## src/rtl/comparator_search_if.sv

```systemverilog
// comparator_search_if
//   Bundles the handshake and comparator-facing signals of the
//   successive-approximation search engine.
//   Ports (all members, WIDTH = operand width):
//     start   search request from the controlling side
//     cmp_eq  comparator flag A == cand
//     cmp_gt  comparator flag A >  cand
//     cmp_lt  comparator flag A <  cand
//     cand    candidate B value driven to the comparator
//     busy    a search is in progress
//     done    one-cycle completion pulse
//     found   recovered value of A
//     err     comparator flags were not one-hot at a sample
//   Modports: slave = search engine, master = controller/comparator side.
interface comparator_search_if #(
  parameter int WIDTH = 4
) ();
  logic             start;
  logic             cmp_eq;
  logic             cmp_gt;
  logic             cmp_lt;
  logic [WIDTH-1:0] cand;
  logic             busy;
  logic             done;
  logic [WIDTH-1:0] found;
  logic             err;

  modport slave (
    input  start, cmp_eq, cmp_gt, cmp_lt,
    output cand, busy, done, found, err
  );

  modport master (
    output start, cmp_eq, cmp_gt, cmp_lt,
    input  cand, busy, done, found, err
  );
endinterface

```

## src/rtl/comparator_search.sv

```systemverilog
// comparator_search
//   Successive-approximation search engine sitting behind an eq/gt/lt
//   magnitude comparator. Probes candidate values MSB-first against a hidden
//   operand A and recovers A in at most WIDTH probes, exiting early on eq.
//   Parameters:
//     WIDTH    operand width in bits (>= 1)
//     CMP_LAT  cycles from a cand change until the flags are valid
//   Ports:
//     clk      rising-edge clock
//     rst      synchronous active-high reset; aborts a search without done
//     bus      comparator_search_if.slave (start, flags in; cand, busy,
//              done, found, err out)
module comparator_search #(
  parameter int WIDTH   = 4,
  parameter int CMP_LAT = 0
) (
  input  logic                clk,
  input  logic                rst,
  comparator_search_if.slave  bus
);

  localparam int IW = (WIDTH > 1) ? $clog2(WIDTH) : 1;
  localparam int WW = (CMP_LAT > 0) ? $clog2(CMP_LAT + 1) : 1;

  typedef enum logic [1:0] {
    IDLE,
    PROBE,
    DONE
  } state_t;

  state_t           state, state_n;
  logic [WIDTH-1:0] cand, cand_n;
  logic [WIDTH-1:0] res, res_n;
  logic [WIDTH-1:0] found, found_n;
  logic [IW-1:0]    idx, idx_n;
  logic [WW-1:0]    wait_cnt, wait_n;
  logic             err, err_n;

  // Result after folding in the current probe: a gt answer keeps the trial
  // bit (cand already holds res plus the trial bit), lt drops it.
  logic [WIDTH-1:0] res_upd;
  logic [IW-1:0]    idx_dec;

  assign res_upd = bus.cmp_gt ? cand : res;
  assign idx_dec = idx - IW'(1);

  always_ff @(posedge clk) begin
    if (rst) begin
      state    <= IDLE;
      cand     <= '0;
      res      <= '0;
      found    <= '0;
      idx      <= '0;
      wait_cnt <= '0;
      err      <= 1'b0;
    end else begin
      state    <= state_n;
      cand     <= cand_n;
      res      <= res_n;
      found    <= found_n;
      idx      <= idx_n;
      wait_cnt <= wait_n;
      err      <= err_n;
    end
  end

  always_comb begin
    state_n = state;
    cand_n  = cand;
    res_n   = res;
    found_n = found;
    idx_n   = idx;
    wait_n  = wait_cnt;
    err_n   = err;

    case (state)
      IDLE: begin
        if (bus.start) begin
          state_n = PROBE;
          idx_n   = IW'(WIDTH - 1);
          res_n   = '0;
          cand_n  = WIDTH'(1) << (WIDTH - 1);
          wait_n  = WW'(CMP_LAT);
          err_n   = 1'b0;
        end
      end

      PROBE: begin
        // Flags are only trusted once the comparator latency has elapsed
        // since the last cand change.
        if (wait_cnt != '0) begin
          wait_n = wait_cnt - WW'(1);
        end else if (!$onehot({bus.cmp_eq, bus.cmp_gt, bus.cmp_lt})) begin
          err_n   = 1'b1;
          found_n = '0;
          state_n = DONE;
        end else if (bus.cmp_eq) begin
          found_n = cand;
          state_n = DONE;
        end else if (idx == '0) begin
          res_n   = res_upd;
          found_n = res_upd;
          state_n = DONE;
        end else begin
          res_n  = res_upd;
          idx_n  = idx_dec;
          cand_n = res_upd | (WIDTH'(1) << idx_dec);
          wait_n = WW'(CMP_LAT);
        end
      end

      DONE: begin
        state_n = IDLE;
      end

      default: begin
        state_n = IDLE;
      end
    endcase
  end

  assign bus.cand  = cand;
  assign bus.busy  = (state == PROBE);
  assign bus.done  = (state == DONE);
  assign bus.found = found;
  assign bus.err   = err;

endmodule
```

## src/flat_wrapper.sv

```systemverilog
// flat-port wrapper written by rule: the top's interface ports become plain ports
module comparator_search_flat 
#(
  parameter int WIDTH   = 4,
  parameter int CMP_LAT = 0
)
  (clk, rst, bus_start, bus_cmp_eq, bus_cmp_gt, bus_cmp_lt, bus_cand, bus_busy, bus_done, bus_found, bus_err);
  comparator_search_if #(.WIDTH(WIDTH)) bus_i ();
  input  logic clk;
  input  logic rst;
  input wire logic [$bits(bus_i.start)-1:0] bus_start;
  input wire logic [$bits(bus_i.cmp_eq)-1:0] bus_cmp_eq;
  input wire logic [$bits(bus_i.cmp_gt)-1:0] bus_cmp_gt;
  input wire logic [$bits(bus_i.cmp_lt)-1:0] bus_cmp_lt;
  output wire logic [$bits(bus_i.cand)-1:0] bus_cand;
  output wire logic [$bits(bus_i.busy)-1:0] bus_busy;
  output wire logic [$bits(bus_i.done)-1:0] bus_done;
  output wire logic [$bits(bus_i.found)-1:0] bus_found;
  output wire logic [$bits(bus_i.err)-1:0] bus_err;
  assign bus_i.start = bus_start;
  assign bus_i.cmp_eq = bus_cmp_eq;
  assign bus_i.cmp_gt = bus_cmp_gt;
  assign bus_i.cmp_lt = bus_cmp_lt;
  assign bus_cand = bus_i.cand;
  assign bus_busy = bus_i.busy;
  assign bus_done = bus_i.done;
  assign bus_found = bus_i.found;
  assign bus_err = bus_i.err;
  comparator_search #(.WIDTH(WIDTH), .CMP_LAT(CMP_LAT)) u_core (.clk(clk), .rst(rst), .bus(bus_i));
endmodule
```

## config.mk

```make
export PLATFORM = sky130hd
export DESIGN_NAME = comparator_search_flat
export DESIGN_NICKNAME = d
export VERILOG_FILES = /design/src/rtl/comparator_search_if.sv /design/src/rtl/comparator_search.sv /design/src/flat_wrapper.sv
export SDC_FILE = /design/constraint.sdc
export NUM_CORES = 1
export LEC_CHECK = 0
export CORE_MARGIN = 4
export CORE_UTILIZATION = 40
export DETAILED_ROUTE_END_ITERATION = 8
export PLACE_DENSITY = 0.6
export SLEW_MARGIN = 20
export SYNTH_ARGS = -nofsm -noshare
export SYNTH_HDL_FRONTEND = slang
export SYNTH_SLANG_ARGS = --single-unit
export TNS_END_PERCENT = 100
```

## constraint.sdc

```tcl
create_clock -name clk -period 2.55 [get_ports clk]
set_input_delay 0.51 -clock clk [delete_from_list [all_inputs] [get_ports clk]]
set_output_delay 0.51 -clock clk [all_outputs]
set_load 0.01 [all_outputs]
```

# Word-level counts from Yosys, hierarchy flattened
# Cells that the tools add are included.
op_classes:
  n_addsub: 4
  n_eq_ne: 11
  shift: 1
  muxes: 33
  n_bitwise: 2
  n_reduce_logical: 9
op_table:
  columns: ["cell", "n"]
  rows:
  - ["$mux W4", 13]
  - ["$mux W2", 10]
  - ["$pmux W4 S2", 2]
  - ["$ne A2 B2 Y1 const B", 5]
  - ["$pmux W2 S2", 2]
  - ["$reduce_and A3 Y1", 2]
  - ["$reduce_and A6 Y1", 1]
  - ["$reduce_and A5 Y1", 1]
  - ["$eq A2 B1 Y1 const B", 2]
  - ["$logic_not A2 Y1", 2]
  - ["$mux W1", 4]
  - ["$ne A4 B4 Y1 const B", 1]
  - ["$or A4 B4 Y4", 1]
  - ["$pmux W1 S2", 2]
  - ["$reduce_and A4 Y1", 1]
  - ["$shl A1 B2 Y4 const A", 1]
  - ["$ne A3 B3 Y1 const B", 1]
  - ["$add A1 B1 Y2", 1]
  - ["$add A2 B1 Y2", 1]
  - ["$eq A2 B2 Y1 const B", 1]
  - ["$ne A2 B1 Y1 const B", 1]
  - ["$reduce_and A2 Y1", 1]
  - ["$reduce_bool A2 Y1", 1]
  - ["$sub A2 B1 Y2 const B", 1]
  - ["other kinds (2)", 2]
totals:
  reg_bits: 18
  inputBits: 6
  word_cells: 67

# Longest topological paths before layout
# Gate-level depths: netlist of run 1.
depth:
  word_depth: 8
  depth_mapped: 6
  depth_no_buf: 5

# Worst setup path after synthesis of run 1
# Ideal clock, no wire load.
synth_path:
  kind: "input-to-reg"
  from: "in bus_cmp_lt"
  to: "reg u_core.idx[1]"
  t_arrival_ns: 2.109
  required_ns: 2.464
  setup_slack_ns: 0.355
  path_stages: 5
  path_buffers: 1
  cell_sequence: "fa_1 or4b_1 buf_2 a21o_1 a221oi_2"
synth_via:
  elab_chain_len: 5
synth_rtl:
  columns: ["item", "line", "source"]
  rows:
  - ["start: declaration", "flat_wrapper.sv:14", "input wire logic [$bits(bus_i.cmp_lt)-1:0] bus_cmp_lt;"]
  - ["$add A1 B1 Y2 (implied by the code)", "comparator_search.sv:93", "end else if (!$onehot({bus.cmp_eq, bus.cmp_gt, bus.cmp_lt})) begin"]
  - ["$add A2 B1 Y2 (implied by the code)", "comparator_search.sv:93", null]
  - ["$eq A2 B1 Y1", "comparator_search.sv:93", null]
  - ["$ne A2 B1 Y1 (no line)", null, null]
  - ["$reduce_and A6 Y1 (no line)", null, null]
  - ["end signal: assignment", "comparator_search.sv:61", "idx <= idx_n;"]
  - ["end: declaration", "comparator_search.sv:35", "logic [IW-1:0] idx, idx_n;"]
# No other way between the ends.
# A chain may end at the register's enable or synchronous reset.

# Worst setup path after layout of run 1
# Same ends and word-level chain as after synthesis.

==> results of run 1 <==
==> flip-flops by register name (all words and copies together) (netlist names) <==
name              cells
u_core.bus.cand       4
u_core.bus.found      4
u_core.res            4
u_core.idx            2
u_core.state          2
u_core.bus.err        1
==> power breakdown <==
part / switching (mW) / internal, mW
logic: 0.0754 / 0.0594
registers: 0.0127 / 0.277
clock network: 0.0891 / 0.0609
total: 0.177 / 0.398
==> through the flow <==
stage / total power, mW / utilization / instance area (um2) / std cells / setup TNS (ns)
floorplan: 0.3742 / - / 953.4 / 108 / 0
global placement: 0.4299 / 0.5255 / 1174 / 153 / -0.02962
detailed placement: 0.4309 / 0.5255 / 1174 / 153 / -0.06310
CTS: 0.5796 / 0.5373 / 1200 / 157 / 0
global route: 0.6124 / 0.5373 / 1200 / 157 / 0
finish: 0.5749 / 0.5373 / 1200 / 157 / 0
==> area by class of cell <==
type                       count  share of cell area
tap                           28             0.02920
sequential                    17              0.2836
timing repair buffer          24              0.1835
multi-input combinational     76              0.4567
clock buffer                   4             0.02190
inverter                       8             0.02503
==> synth_stat cells (2+ instances only) <==
cell type / n / area [um2]
dfxtp_1: 17 / 340.3
a21oi_1: 7 / 35.03
inv_1: 7 / 26.28
o21ai_0: 7 / 35.03
o211ai_1: 6 / 45.04
clkbuf_1: 5 / 18.77
ha_1: 4 / 50.05
nand2_1: 4 / 15.01
nor2_1: 4 / 15.01
nor2b_1: 4 / 25.02
nor3b_1: 4 / 30.03
o21a_1: 4 / 30.03
o221ai_1: 4 / 35.03
a31oi_1: 3 / 18.77
and2_1: 3 / 18.77
nand3_1: 3 / 15.01
o311ai_1: 3 / 26.28
nand2b_1: 2 / 12.51
o31ai_1: 2 / 15.01
==> per-layer routing <==
layer	GRT usage	routed length, um	vias to the layer above
li1	-	-	439
met1	0.2144	1161	407
met2	0.2426	1062	17
met3	0.03218	112	4
met4	0.05960	24	0
met5	0	0	-
==> logic make-up after synthesis <==
logic type               Yosys count  synth area share
AO/OA/AOI/OAI                     39            0.2835
adder cells (fa/ha/maj)            5           0.07349
buffers and inverters             15           0.06824
flip-flops                        17            0.3570
multiplexers                       1           0.01181
AND/OR/NAND/NOR                   31            0.2060
==> worst max-delay path: cells and delay by family <==
kind	cells	cell delay (ns)
AND/OR/NAND/NOR	1	0.47
buffers and inverters	1	0.43
adder cells (fa/ha/maj)	1	0.58
AO/OA/AOI/OAI	2	0.50
==> worst max path at each step <==
stage	from	endpoint	slack [ns]	depth (start not counted)
finish	bus_cmp_lt	u_core.idx[1]	0.28	5
detailed placement	bus_cmp_lt	u_core.idx[1]	-0.03	5
global placement	bus_cmp_lt	u_core.idx[1]	-0.01	5
floorplan	bus_cmp_lt	u_core.idx[1]	0.36	5
CTS	bus_cmp_lt	u_core.idx[1]	0.27	5
global route	bus_cmp_lt	u_core.idx[1]	0.19	5
==> results.md, run 1 <==
- Core Region: 2233 um2
- CTS Buf Count: 3
- Post-CTS setup buffers: 0
- Slew margin rel.: 0.6857
- Row count: 17
- Resized cells post-CTS: 0
- Ant. Diodes: 0
- Die area: 3229 um2
- Final Skew: 0.003924 ns
- # port buffers: 16
- Gpl congestion: 0.8714
- Antenna-violating nets left: 0
- Critical path class: input port to register
- # clock sinks: 17
- Period utilization: 0.8913
- Crit. End Element: register
- Die height: 56.82 um
- Final hold violation count: 0
- Layout net count: 141
- Fmax: 440.0 MHz
- Clock root cell: clkbuf_4
- Power per Cell Area: 479.1 nW/um2
- Initial Util: 0.4269
- FF-to-FF path depth: 5
- First-pass GRT wire length: 3967 um
- WHS Endpoint: u_core.bus.found[0]
- Final worst path period need: 2.273 ns
- CTS tree: built
- Synthesis-to-layout area growth: 25.85%
- YS warnings: 0
- Layout cells sized above 1: 0.1240
- Most common cell after layout, fill and taps aside: dfxtp_1
- Clk slew on worst S/H paths: 0.10 ns
- Antenna violations before repair: 0
- GRT Util Overall: 0.1574
- Iteration-0 DRC Markers: 25
- I/O pins: 17
- Most frequent cells in the layout: dfxtp_1 (17), clkdlybuf4s50_1 (16), buf_4 (8)
- Number of remaining DRC errors: 0
- Worst-path cell chain: clkdlybuf4s50_1 -> fa_1 -> or4b_1 -> a21o_1 -> a221oi_2
- Vias in the first global route: 828
- # hold bufs at CTS: 0
- RSZ-0062 raised after global routing: false
- CP Max Fanout: 4
- Static leakage: 0.4296 nW
- Worst skew pair latency: 0.29 ns
- Post-Syn Nets: 119
- Req. time, crit path: 2.77 ns
- Status: complete, no violations
- Grt ovf: 0
- FF+latch area: 340.3 um2
- Post-synth EDFFs: 0
- Post-DP HPWL: 1732 um
- Dpl ws: -0.02696 ns
- Netlist cell types: 34
- RR Startpoint: u_core.idx[0]
- Number of synthesized register bits: 17
- Largest net degree at the start of global routing: 18
- Slowest stage delay, CP: 0.58 ns
- DRT Pass-1 Iters: 4
- Area of the multi-input gates: 548.0 um2
- Drt wl/cell: 15.03 um
- Via Count: 867
- Netlist Area Pre-Place: 953.4 um2
- Max VDD drop: 0.0003083 V
- Die Wd: 56.82 um
- MaxCap Viol Count: 0
- Final-layout fill cell count: 240
- Critical R2R Capture: u_core.idx[1]
- Post-Route WL: 2360 um
- Worst setup SP type: input port
- Most used DFF post-synth: dfxtp_1
- H-tree levels: 1
- Worst Min Path Start: u_core.bus.found[0]
- Final worst setup slack: 0.2771 ns
- Mapped Cells: 108
- Avg Cell Area, Syn: 8.828 um2
- Worst path arrival time: 2.49 ns
- Fin Hold WS: 0.4802 ns
- Worst hold-check path type: register to register
- Final Max Slew Viols: 0
- Final Setup Violations: 0
- Hold Path Cell Cnt: 2
- Slowest stage cell, crit path: fa_1
- Slew at the pin closest to its max-slew limit: 0.4705 ns
- Sequential fraction of the synthesis area: 0.3570
- Vias per inst: 5.522
- Clock Tree Buf Depth: 2
- R2R Setup Slk: 0.63 ns
- Async S/R FF share, synth: 0
No activity file was read; power rests on OpenSTA's default activity.
==> run 2: changes to the inputs <==
Settings changed: ABC_AREA set to 1, PLACE_DENSITY 0.6 to 0.61.
==> run 2 against run 1 <==
Effect of this change: synthesized cell count up 16%; routed wire length down 7.2%; die area down 1.9%; final area down 4.2%; worst hold slack worse by 0.0074 ns.
==> results.md, run 2 <==
- Dpl ws: 0.1184 ns (+0.1454 ns)
- Most area-hungry cell type in the Yosys netlist: dfxtp_1
- Final Setup Violations: 0 (unchanged)
- Critical path class: input port to register
- Regs by FF count: u_core.bus.cand x4, u_core.bus.found x4, u_core.res x4
- # hold bufs at CTS: 0 (unchanged)
- Number of synthesized register bits: 17 (unchanged)
- Row count: 17 (unchanged)
- Dpl cell area: 1124 um2 (-4.3%)
- Post-DP HPWL: 1709 um (-1.3%)
- Final hold violation count: 0 (unchanged)
- Fmax: 462.8 MHz (+5.2%)
- Clk slew on worst S/H paths: 0.09 ns (about the same)
- DRT Pass-1 Iters: 4 (unchanged)
- Final Max Slew Viols: 0 (unchanged)
- Seq pwr share: 0.508 (+0.003)
- Net Sw Frac: 0.3134 (+0.005138)
- Die area: 3167 um2 (-1.9%)
- RSZ-0062 raised after global routing: false
- Layout net count: 156 (+11%)
- Layout Cells excl Fill: 172 (+9.6%)
- Drt wl/cell: 12.73 um (-15%)
- Async S/R FF share, synth: 0 (unchanged)
- CP Max Fanout: 7 (+3)
- Worst hold-check path type: register to register
- Number of remaining DRC errors: 0 (unchanged)
- Slew at the pin closest to its max-slew limit: 0.3963 ns (-0.07414 ns)
- Vias per inst: 5.145 (-6.8%)
- Clock Tree Buf Depth: 2 (unchanged)
- Gpl congestion: 0.8543 (-2.0%)
- Antenna violations before repair: 0 (unchanged)
- Status: complete, no violations
- Most frequent cells in the layout: nand2_1 (29), nand3_1 (19), dfxtp_1 (17), clkdlybuf4s50_1 (16), a21oi_1 (11)
- Via Count: 885 (+2.1%)
- Area of the multi-input gates: 535.5 um2 (-2.3%)
- Req. time, crit path: 2.77 ns (about the same)
- Most used DFF post-synth: dfxtp_1
- Avg Cell Area, Syn: 7.457 um2 (-16%)
- # port buffers: 16 (unchanged)
- I/O pins: 17 (unchanged)
- Post-Syn Nets: 136 (+14%)
- Initial Util: 0.4214 (-0.005511)
- Post-synth EDFFs: 0 (unchanged)
- Most common cell after layout, fill and taps aside: nand2_1
- Mapped Cells: 125 (+16%)
- Final Skew: 0.006281 ns (+0.002357 ns)
- Slowest stage delay, CP: 0.59 ns (about the same)
- Largest net degree at the start of global routing: 12 (-6)
- Worst setup SP type: input port
- Netlist Area Pre-Place: 932.1 um2 (-2.2%)
- Most numerous cell in the Yosys netlist: nand2_1
- GRT Util Overall: 0.1432 (-0.01420)
- Final worst setup slack: 0.3892 ns (+0.1121 ns)
- # clock sinks: 17 (unchanged)
- Core Region: 2212 um2 (-0.95%)
- FF+latch area: 340.3 um2 (unchanged)
- Slowest stage cell, crit path: fa_1
- MaxCap Viol Count: 0 (unchanged)
- Power per Cell Area: 493.1 nW/um2 (+2.9%)
- CTS Buf Count: 3 (unchanged)
- Max VDD drop: 0.0002765 V (-10%)
- Resized cells post-CTS: 0 (unchanged)
- Antenna-violating nets left: 0 (unchanged)
- Clock Power Share: 0.257 (-0.004)
- Period utilization: 0.8474 (-0.04397)
- Placed cells: 168 (+9.8%)
- Most frequent CP cell: nand2_1
- Sequential fraction of the synthesis area: 0.3651 (+0.008145)
- Largest cells by area after synthesis: dfxtp_1 (37%), nand2_1 (12%), nand3_1 (10%)
- Yosys top cell area share: 0.3651 (+0.008145)
- Post-route cell area: 1150 um2 (-4.2%)
- Worst-path cell chain: clkdlybuf4s50_1 -> fa_1 -> nand2_1 -> o21ai_2 -> nand2_1 -> a21oi_1
- Logic pwr share: 0.235 (about the same)
- Vias in the first global route: 798 (-3.6%)
- Internal power: 389.3 uW (-2.1%)
- Final-layout fill cell count: 238 (-0.83%)
- Final worst path period need: 2.161 ns (-0.1121 ns)
- Switching power total: 177.7 uW (+0.27%)
- Post-CTS setup buffers: 0 (unchanged)
- First-pass GRT wire length: 3663 um (-7.7%)
- Clock root cell: clkbuf_4
- R2R Setup Slk: 1.05 ns (+0.42 ns)
- Post-Route WL: 2189 um (-7.2%)
- Crit. End Element: register
- FF-to-FF path depth: 7 (+2)
- Iteration-0 DRC Markers: 25 (unchanged)
- Netlist cell types: 22 (-35%)
- YS warnings: 0 (unchanged)
- Total power: 567.0 uW (-1.4%)
- Worst skew pair latency: 0.29 ns (about the same)
- Layout cells sized above 1: 0.1458 (+0.02180)
- Hold Path Cell Cnt: 2 (unchanged)
- Setup tns final: 0 ns (unchanged)
- H-tree levels: 1 (unchanged)
- Synthesis-to-layout area growth: 23.36%
- Die height: 56.28 um (-0.96%)
- Die Wd: 56.28 um (-0.96%)
- Top cells by count, synth: nand2_1 (29), nand3_1 (19), dfxtp_1 (17), a21oi_1 (11), inv_1 (10)
- Worst path arrival time: 2.38 ns (-0.11 ns)
- CTS tree: built
- Grt ovf: 0 (unchanged)
- Ant. Diodes: 0 (unchanged)
- Static leakage: 0.4794 nW (+12%)
- Slew margin rel.: 0.7349 (+0.04925)
==> run 2: cell types whose count changed after synthesis, sizes merged, moves of 3 or more <==
cell	before	now
nand2	4	33
nand3	3	20
nor2	4	12
inv	8	14
o211ai	6	0
a21oi	7	11
clkbuf	5	1
nor2b	4	0
nor3b	4	0
o21a	4	0
o221ai	4	0
a31oi	3	0
o311ai	3	0
==> run 2: final cells by class <==
class | instances | area share
multi-input combinational | 93 | 0.4657
sequential | 17 | 0.2960
timing repair buffer | 16 | 0.1393
inverter | 14 | 0.04570
tap | 28 | 0.03047
clock buffer | 4 | 0.02285
==> run 2: worst max-delay path, delay by kind of cell <==
family	cells	cell delay, ns
AO/OA/AOI/OAI	2	0.49
adder cells (fa/ha/maj)	1	0.59
buffers and inverters	1	0.53
AND/OR/NAND/NOR	2	0.25
==> run 2: cell families after synthesis <==
logic type      Yosys count  synth area share
simple gates             71            0.4000
compound gates           17           0.09933
flops                    17            0.3651
buf+inv                  15           0.06040
fa+ha+maj                 5           0.07517
==> run 2: final timing paths <==
check / start / to
max reg2reg: u_core.idx[0] / u_core.bus.found[0]
min reg2reg: u_core.bus.found[2] / u_core.bus.found[2]
max: bus_cmp_gt / u_core.bus.found[0]
min: u_core.bus.found[2] / u_core.bus.found[2]
==> run 2: stage by stage <==
| step | hold WS [ns] | util |
|---|---|---|
| floorplan | 0.4329 | - |
| global placement | 0.4462 | 0.5079 |
| detailed placement | 0.4597 | 0.5079 |
| CTS | 0.4759 | 0.5198 |
| global route | 0.5080 | 0.5198 |
| finish | 0.4728 | 0.5198 |
==> run 2: power groups by stage <==
stage	clock [mW]	combinational, mW	sequential, mW
global placement	0	0.132	0.294
CTS	0.154	0.133	0.288
floorplan	0	0.0873	0.294
global route	0.165	0.149	0.289
detailed placement	0	0.133	0.294
finish	0.146	0.133	0.288
==> run 2: layer usage <==
layer  vias up  routed length (um)  global-route usage
li1        444                   -                   -
met1       413                1051              0.1980
met2        26                 998              0.2237
met3         2                 124             0.04368
met4         0                  14             0.02034
met5         -                   0                   0
==> run 3: changes to the inputs <==
Clock period 2.55 ns to 2.1 ns, I/O delays scaled along.
==> run 3 against run 2 <==
Effect of this change: flip-flop and latch count unchanged; utilization increased by 1.4 points; worst setup slack got worse by 0.19 ns; final cell count increased by 2.3%; via count decreased by 3.7%; die area unchanged; global-route usage increased by 0.42 points; critical path type is now register to output port; largest cell class unchanged; highest routed layer unchanged.
==> results.md, run 3 (synthesized netlist as in run 2, its figures left out) <==
- Status: complete, no violations
- Most frequent cells in the layout: nand2_1 (29), nand3_1 (19), dfxtp_1 (17), clkdlybuf4s50_1 (16), a21oi_1 (11)
- Fmax: 527.5 MHz
- # clock sinks: 17 (unchanged)
- CTS tree: built
- RR Startpoint: u_core.idx[0]
- Row count: 17 (unchanged)
- Number of remaining DRC errors: 0 (unchanged)
- Slew margin rel.: 0.7729 (+0.03797)
- Clk slew on worst S/H paths: 0.10 ns (about the same)
- Vias in the first global route: 840 (+5.3%)
- # hold bufs at CTS: 0 (unchanged)
- Layout net count: 160 (+2.6%)
- Req. time, crit path: 1.68 ns (-1.09 ns)
- I/O pins: 17 (unchanged)
- Post-DP HPWL: 1703 um (-0.37%)
- Post-Route WL: 2074 um (-5.3%)
- Critical path class: register to output port
- Logic pwr share: 0.244 (+0.009)
- GRT Util Overall: 0.1474 (+0.004212)
- Crit. End Element: output port
- H-tree levels: 1 (unchanged)
- Critical R2R Capture: u_core.idx[1]
- Final Max Slew Viols: 0 (unchanged)
- Final Setup Violations: 0 (unchanged)
- Resized cells post-CTS: 0 (unchanged)
- Max VDD drop: 0.0004290 V (+55%)
- Antenna violations before repair: 0 (unchanged)
- Static leakage: 0.5011 nW (+4.5%)
- Core Region: 2212 um2 (unchanged)
- Initial Util: 0.4214 (unchanged)
- Clock Tree Buf Depth: 2 (unchanged)
- Switching power total: 212.5 uW (+20%)
- Ant. Diodes: 0 (unchanged)
- First-pass GRT wire length: 3705 um (+1.1%)
- Post-CTS setup buffers: 0 (unchanged)
- Via Count: 852 (-3.7%)
- RSZ-0062 raised after global routing: false
- Power per Cell Area: 582.9 nW/um2 (+18%)
- Seq pwr share: 0.506 (-0.002)
- Iteration-0 DRC Markers: 10 (-60%)
- CP startpoint: u_core.state[0]
- Placed cells: 172 (+2.4%)
- R2R Setup Slk: 0.58 ns (-0.47 ns)
- CTS Buf Count: 3 (unchanged)
- Period utilization: 0.9028
- # port buffers: 16 (unchanged)
- Final hold violation count: 0 (unchanged)
- Final worst path period need: 1.896 ns
- Total power: 688.4 uW (+21%)
- Critical Path End: bus_busy
- Clock root cell: clkbuf_4
- MaxCap Viol Count: 0 (unchanged)
- Fin Hold WS: 0.4735 ns (+0.0007200 ns)
- Drt wl/cell: 11.78 um (-7.4%)
- Net Sw Frac: 0.3086 (-0.004746)
- Worst path arrival time: 1.48 ns (-0.90 ns)
- Final Skew: 0.0006773 ns (-0.005603 ns)
- Worst skew pair latency: 0.29 ns (about the same)
- Most common cell after layout, fill and taps aside: nand2_1
- Layout cells sized above 1: 0.1757 (+0.02984)
- DRT Pass-1 Iters: 4 (unchanged)
- Grt ovf: 0 (unchanged)
- Synthesis-to-layout area growth: 26.71%
- Worst setup SP type: register
- Die Wd: 56.28 um (unchanged)
- Layout Cells excl Fill: 176 (+2.3%)
- Worst hold-check path type: register to register
- Clock Power Share: 0.250 (-0.007)
- FF-to-FF path depth: 7 (unchanged)
- Antenna-violating nets left: 0 (unchanged)
- Regs by FF count: u_core.bus.cand x4, u_core.bus.found x4, u_core.res x4
- Vias per inst: 4.841 (-5.9%)
- Final Util: 0.5339 (+0.01414)
- Gpl congestion: 0.9126 (+6.8%)
- Die area: 3167 um2 (unchanged)
- CP Max Fanout: 6 (-1)
- Largest net degree at the start of global routing: 11 (-1)
- Final-layout fill cell count: 228 (-4.2%)
- Internal power: 476.0 uW (+22%)
- Slew at the pin closest to its max-slew limit: 0.3406 ns (-0.05576 ns)
- Die height: 56.28 um (unchanged)
==> run 3: cell count changes in the layout (fill, tap and decap cells not counted) <==
| cell | previous run | this run |
|---|---|---|
| buf_4 | 0 | 4 |
| clkbuf_1 | 1 | 0 |
| clkinv_2 | 0 | 1 |
==> run 3: final cells by class <==
cell class                      count  area (um2)  area share
Clock inverter                      1       5.005    0.004237
Clock buffer                        3       22.52     0.01907
Tap cell                           28       35.03     0.02966
Sequential cell                    17       340.3      0.2881
Timing Repair Buffer               20       190.2      0.1610
Multi-Input combinational cell     93       535.5      0.4534
Inverter                           14       52.55     0.04449
==> run 3: per-layer routing <==
| layer | global-route usage | routed length [um] |
|---|---|---|
| met1 | 0.1922 | 1025 |
| met5 | 0 | 0 |
| met4 | 0.02373 | 14 |
| met3 | 0.05057 | 99 |
| met2 | 0.2387 | 935 |
==> run 3: worst min path at each step <==
stage,from,to,slack [ns],depth (start not counted)
after floorplan,u_core.res[1],u_core.res[1],0.43,2
after global placement,u_core.bus.err,u_core.bus.err,0.45,2
after detailed placement,u_core.res[0],u_core.res[0],0.46,2
after CTS,u_core.res[0],u_core.res[0],0.47,2
after global routing,u_core.res[0],u_core.res[0],0.50,2
final,u_core.bus.found[3],u_core.bus.found[3],0.47,2
==> run 3: stage by stage <==
stage / setup TNS, ns / setup slack (ns) / area [um2]
finish: 0 / 0.2041 / 1181
global route: 0 / 0.1035 / 1181
CTS: 0 / 0.1748 / 1181
detailed placement: -0.4704 / -0.08785 / 1154
global placement: -0.3791 / -0.1029 / 1154
floorplan: 0 / 0.4962 / 932.1
==> run 3: critical path, stage by stage, from the launching register on <==
cell and delay, ns:
dfxtp_1 0.40, inv_2 0.10, nor2_8 0.14, clkdlybuf4s50_1 0.56
==> run 3: power groups by stage <==
stage / Clock (mW) / Sequential [mW] / Combinational [mW]
floorplan: 0 / 0.357 / 0.106
global placement: 0 / 0.356 / 0.169
detailed placement: 0 / 0.356 / 0.169
CTS: 0.184 / 0.348 / 0.170
global route: 0.197 / 0.350 / 0.190
finish: 0.172 / 0.348 / 0.168
